===== src/rtl/btn_debounce_pulse_pkg.sv =====
// Shared definitions for the button conditioning stage: the debounce FSM
// state encoding (also reused by the trigger-lab FSMs) and a helper that
// sizes the stability counter.
package btn_debounce_pulse_pkg;

    localparam logic [1:0] ST_IDLE      = 2'd0;
    localparam logic [1:0] ST_WAIT_HIGH = 2'd1;
    localparam logic [1:0] ST_HIGH      = 2'd2;
    localparam logic [1:0] ST_WAIT_LOW  = 2'd3;

    typedef enum logic [1:0] {
        IDLE      = ST_IDLE,
        WAIT_HIGH = ST_WAIT_HIGH,
        HIGH      = ST_HIGH,
        WAIT_LOW  = ST_WAIT_LOW
    } state_e;

    // Counter width needed to count 0 .. n-1, never narrower than one bit.
    function automatic int cntWidth(input int n);
        return (n < 2) ? 1 : $clog2(n);
    endfunction

endpackage


===== src/rtl/btn_debounce_pulse_sync_2ff.sv =====
// Two-flop synchroniser that brings one asynchronous button level into the
// C clock domain. One instance is used per button input.
module sync_2ff (
    input  logic C,
    input  logic rst_n,
    input  logic din,
    output logic dout
);

    logic s1_q;
    logic s2_q;

    // Shift the raw level through two flops; both clear on synchronous reset.
    always_ff @(posedge C) begin
        if (!rst_n) begin
            s1_q <= 1'b0;
            s2_q <= 1'b0;
        end else begin
            s1_q <= din;
            s2_q <= s1_q;
        end
    end

    assign dout = s2_q;

endmodule


===== src/rtl/btn_debounce_pulse.sv =====
// Button conditioning stage: synchronises a bouncy raw level, accepts a new
// value only after it has held for STABLE_CYCLES clocks, and produces a clean
// level, one-cycle rise/fall pulses and a wrapping count of rise events.
module btn_debounce_pulse
    import btn_debounce_pulse_pkg::*;
#(
    parameter int STABLE_CYCLES = 4,
    parameter int EVT_W         = 8
) (
    input  logic             C,
    input  logic             rst_n,
    input  logic             raw,
    output logic             level,
    output logic             rise,
    output logic             fall,
    output logic [EVT_W-1:0] evt_cnt
);

    localparam int             CNT_W    = cntWidth(STABLE_CYCLES);
    localparam logic [CNT_W-1:0] CNT_LAST = CNT_W'(STABLE_CYCLES - 1);

    logic             s2;
    logic             cntDone;

    state_e           state_q;
    state_e           state_d;
    logic [CNT_W-1:0] cnt_q;
    logic [CNT_W-1:0] cnt_d;
    logic             level_q;
    logic             level_d;
    logic             rise_q;
    logic             rise_d;
    logic             fall_q;
    logic             fall_d;
    logic [EVT_W-1:0] evtCnt_q;
    logic [EVT_W-1:0] evtCnt_d;

    sync_2ff u_sync (
        .C     (C),
        .rst_n (rst_n),
        .din   (raw),
        .dout  (s2)
    );

    assign cntDone = (cnt_q == CNT_LAST);

    // Register the FSM state together with the counter and all outputs.
    always_ff @(posedge C) begin
        if (!rst_n) begin
            state_q  <= IDLE;
            cnt_q    <= '0;
            level_q  <= 1'b0;
            rise_q   <= 1'b0;
            fall_q   <= 1'b0;
            evtCnt_q <= '0;
        end else begin
            state_q  <= state_d;
            cnt_q    <= cnt_d;
            level_q  <= level_d;
            rise_q   <= rise_d;
            fall_q   <= fall_d;
            evtCnt_q <= evtCnt_d;
        end
    end

    // Next state: a new input value must survive a full wait window to be
    // accepted; any reversion during the window returns to the stable state.
    always_comb begin
        state_d = state_q;
        case (state_q)
            IDLE: begin
                if (s2) state_d = WAIT_HIGH;
            end
            WAIT_HIGH: begin
                if (!s2)          state_d = IDLE;
                else if (cntDone) state_d = HIGH;
            end
            HIGH: begin
                if (!s2) state_d = WAIT_LOW;
            end
            WAIT_LOW: begin
                if (s2)           state_d = HIGH;
                else if (cntDone) state_d = IDLE;
            end
            default: state_d = IDLE;
        endcase
    end

    // Datapath and outputs: counter handling, clean level, single-cycle
    // pulses and the rise-event counter, which wraps freely.
    always_comb begin
        cnt_d    = cnt_q;
        level_d  = level_q;
        rise_d   = 1'b0;
        fall_d   = 1'b0;
        evtCnt_d = evtCnt_q;
        case (state_q)
            IDLE: begin
                if (s2) cnt_d = '0;
            end
            WAIT_HIGH: begin
                if (!s2) begin
                    cnt_d = '0;
                end else if (cntDone) begin
                    level_d  = 1'b1;
                    rise_d   = 1'b1;
                    evtCnt_d = evtCnt_q + EVT_W'(1);
                end else begin
                    cnt_d = cnt_q + CNT_W'(1);
                end
            end
            HIGH: begin
                if (!s2) cnt_d = '0;
            end
            WAIT_LOW: begin
                if (s2) begin
                    cnt_d = '0;
                end else if (cntDone) begin
                    level_d = 1'b0;
                    fall_d  = 1'b1;
                end else begin
                    cnt_d = cnt_q + CNT_W'(1);
                end
            end
            default: begin
                cnt_d   = '0;
                level_d = 1'b0;
            end
        endcase
    end

    assign level   = level_q;
    assign rise    = rise_q;
    assign fall    = fall_q;
    assign evt_cnt = evtCnt_q;

endmodule


===== config.mk =====
export PLATFORM = sky130hd
export DESIGN_NAME = btn_debounce_pulse
export DESIGN_NICKNAME = d
export VERILOG_FILES = /design/src/rtl/btn_debounce_pulse_pkg.sv /design/src/rtl/btn_debounce_pulse_sync_2ff.sv /design/src/rtl/btn_debounce_pulse.sv
export SDC_FILE = /design/constraint.sdc
export NUM_CORES = 1
export LEC_CHECK = 0
export CAP_MARGIN = 30
export CELL_PAD_IN_SITES_DETAIL_PLACEMENT = 0
export CELL_PAD_IN_SITES_GLOBAL_PLACEMENT = 1
export CORE_UTILIZATION = 36
export CTS_CLUSTER_SIZE = 14
export DETAILED_ROUTE_END_ITERATION = 7
export HOLD_SLACK_MARGIN = 0.06
export PLACE_DENSITY = 0.71
export SYNTH_ARGS = -nofsm -noshare
export SYNTH_HDL_FRONTEND = slang
export SYNTH_SLANG_ARGS = --single-unit

===== constraint.sdc =====
create_clock -name C -period 1.55 [get_ports C]
set_input_delay 0.2325 -clock C [delete_from_list [all_inputs] [get_ports C]]
set_output_delay 0.2325 -clock C [all_outputs]
set_load 0.01 [all_outputs]

==> key figures, run 1 <==
Setup path
  • Levels on crit path: 1
  • Setup crit end kind: output port
  • CP max stage delay: ~0.56 ns
  • CP arrival: 1.23 ns
  • CP cell instances: clkdlybuf4s50_1
  • Crit Path Category: flip-flop to output port
  • Buf/Inv on CP: 1
  • Crit-path leading delay family: buffers and inverters
  • Worst R2R Path Depth: 3
  • Type of origin of the critical path: flip-flop
  • CP required: 1.32 ns
  • Slowest-stage cell, CP: clkdlybuf4s50_1
  • CP Max Fanout: 5

Yosys
  • Post-synth ARST share: 0%
  • Syn. warnings: 0
  • Sequential-to-total area share from yosys stat: 48.1%
  • Syn nets: 81
  • Synth cell types: 27
  • Syn Inst Count: between 70 and 80
  • Post-synth top flop: dfxtp_1
  • Syn Area/Cell: 9.20 um^2
  • Mapped Area: 708 um^2
  • Post-synth EDFFs: 0
  • Synthesized flop and latch total: 17

STA
  • Hold Violations, Final: 0
  • Clk_skew: 0.00536 ns
  • Final period util: 94.3%
  • Setup tns final: 0 ns
  • F_max: 685 MHz
  • Final worst slack: just under 0.09 ns
  • Setup violators final: 0
  • RSZ-0062 raised after global routing: false
  • Min Tclk post-route: 1.46 ns
  • Rel. slew slack: 77.2%
  • Hold Worst Slack: about 0.44 ns
  • Fin. max-slew vios: 0
  • Worst-Margin Slew: 0.342 ns

Global routing
  • Initial antenna violation count: 0
  • Vias in the first global route: 522
  • Largest net degree at the start of global routing: 13
  • First-pass GRT wire length: roughly 2300 um
  • GRT Total Usage: 15.3%
  • GR Overflow Total: 0

Placement
  • Placed Area: approximately 880 um^2
  • RD Place Congestion: 0.748
  • Placed Cells: 115
  • HPWL after detailed placement: between 900 and 1000 um
  • Port bufs: 13
  • Dpl ws: 0.139 ns

Clock network
  • CTS tree: yes
  • Clock transition at the registers of the reported paths: 0.09 ns
  • Hold-fix buffers, CTS: 0
  • CTS Buffer Depth: 2
  • Root buf cell: clkbuf_4
  • Clock Sinks: 17
  • H-tree depth: 1
  • CTS buffer count: 3
  • Clk_lat worst skew: 0.28 ns

Power and ir drop
  • Static leakage: between 0.3 and 0.4 nW
  • Cell Pwr Density: approximately 760 mW/mm^2
  • Maximum vdd ir drop: 0.453 mV
  • Total power: 702 uW

Drt
  • Drt drc: 0
  • Post-route ant nets: 0
  • Drt total wl: about 1400 um
  • Average wire per standard cell: between 10 and 15 um
  • Via density: 5.20
  • Initial DRC Count: 7
  • Detailed Routing Iterations Pass 1: 4
  • Routed via count: 619

Final layout
  • Cell Count, Final, Fillers Out: 119
  • Post-Layout Inst Area: ~930 um^2
  • Share of cells above drive strength 1: 14.9%
  • Most frequent cells in the layout: dfxtp_1 (14), clkdlybuf4s50_1 (13), a21oi_1 (9), nand2b_1 (5)
  • Commonest non-fill, non-tap cell in the layout: dfxtp_1
  • Layout area overhead: 31.1%
  • Antenna cell count: 0
  • Fin util: between 50 and 60%
  • Nets@finish: 99

Floorplanning
  • Core ar.: 0.00178 mm^2
  • I/O pins: 14
  • Die height: about 46 um
  • Die Area: 0.00215 mm^2
  • # rows: 15
  • Initial Util: 39.7%
  • Die W: ~46 um

Run status
  • Status: finished clean

Hold path
  • Hold Path Depth: 1
  • Type of the most critical hold path: flip-flop to flip-flop

Flow run
  • Max-Cap Viols: 0
-- flip-flops by register name (all words and copies together), names as in the netlist, named ones only --
| register | flops |
|---|---|
| evt_cnt | 8 |
| cnt_q | 2 |
| fall | 1 |
| level | 1 |
| rise | 1 |
| state_q | 1 |
| u_sync.dout | 1 |
| u_sync.s1_q | 1 |
-- cell usage after synthesis, drive strengths merged (2+ instances only) --
library cell,instances,share of area [%]
or3b,2,2.5
dfxtp,17,48
or4,2,2.1
mux2i,2,2.8
nand3,4,2.8
nor4,3,2.7
or3,2,1.8
nand4,3,3.5
nand2,4,2.1
clkbuf,3,1.6
o31ai,2,2.1
o21ai,4,2.8
and2,2,1.8
nand2b,5,4.4
a21oi,9,6.4
inv,3,1.6
-- layout make-up --
class | instances | area, um^2
clock buffer | 4 | 26.3
fill | 189 | 855
sequential | 17 | 344
multi-input combinational | 53 | 355
tap | 25 | 31.3
inverter | 3 | 11.3
timing repair buffer | 17 | 160
-- routing by layer --
metal / routed length, um / GRT usage, %
met5: 0 / 0
met4: 15 / 7.06
met3: 34 / 3.53
met2: 634 / 23.1
met1: 679 / 20.4
-- logic make-up (layout without fill, tap and decap cells) --
kind of cell | count (synthesis) | in the layout | synth area share (%)
adder cells (fa/ha/maj) | 1 | 1 | 1.77
AND/OR/NAND/NOR | 30 | 30 | 26.3
flip-flops | 17 | 17 | 48.1
multiplexers | 2 | 2 | 2.83
AO/OA/AOI/OAI | 19 | 19 | 15.9
buffers and inverters | 7 | 24 | 3.89
XOR/XNOR | 1 | 1 | 1.24
-- power by group --
part	internal, mW	total, mW	switching (mW)
combinational	0.0179	0.0330	0.0151
sequential	0.442	0.447	0.00499
clock	0.0996	0.222	0.122
-- what timing repair did --
item,in CTS,in global routing
setup endpoints to repair,0,5
buffers inserted,0,0
gates resized for setup,0,5
-- path summary, 6_finish.rpt --
| path | endpoint | startpoint | slack (ns) |
|---|---|---|---|
| worst max-delay path | evt_cnt[0] | evt_cnt[0] | 0.09 |
| worst min-delay path | u_sync.dout | u_sync.s1_q | 0.44 |
| worst min register to register | u_sync.dout | u_sync.s1_q | 0.44 |
| worst max register to register | evt_cnt[3] | u_sync.dout | 0.17 |
Power figures use the tool's default switching activity.
==> inputs of run 2 (changes only) <==
CAP_MARGIN = 10   (was 30)
==> results of run 2 <==
The final DEF is identical to that of run 1; final timing and power are the same.
==> inputs of run 3 (changes only) <==
SLEW_MARGIN = 30   (was not set)
==> results of run 3 <==
The final DEF is identical to that of run 1; final timing and power are the same.
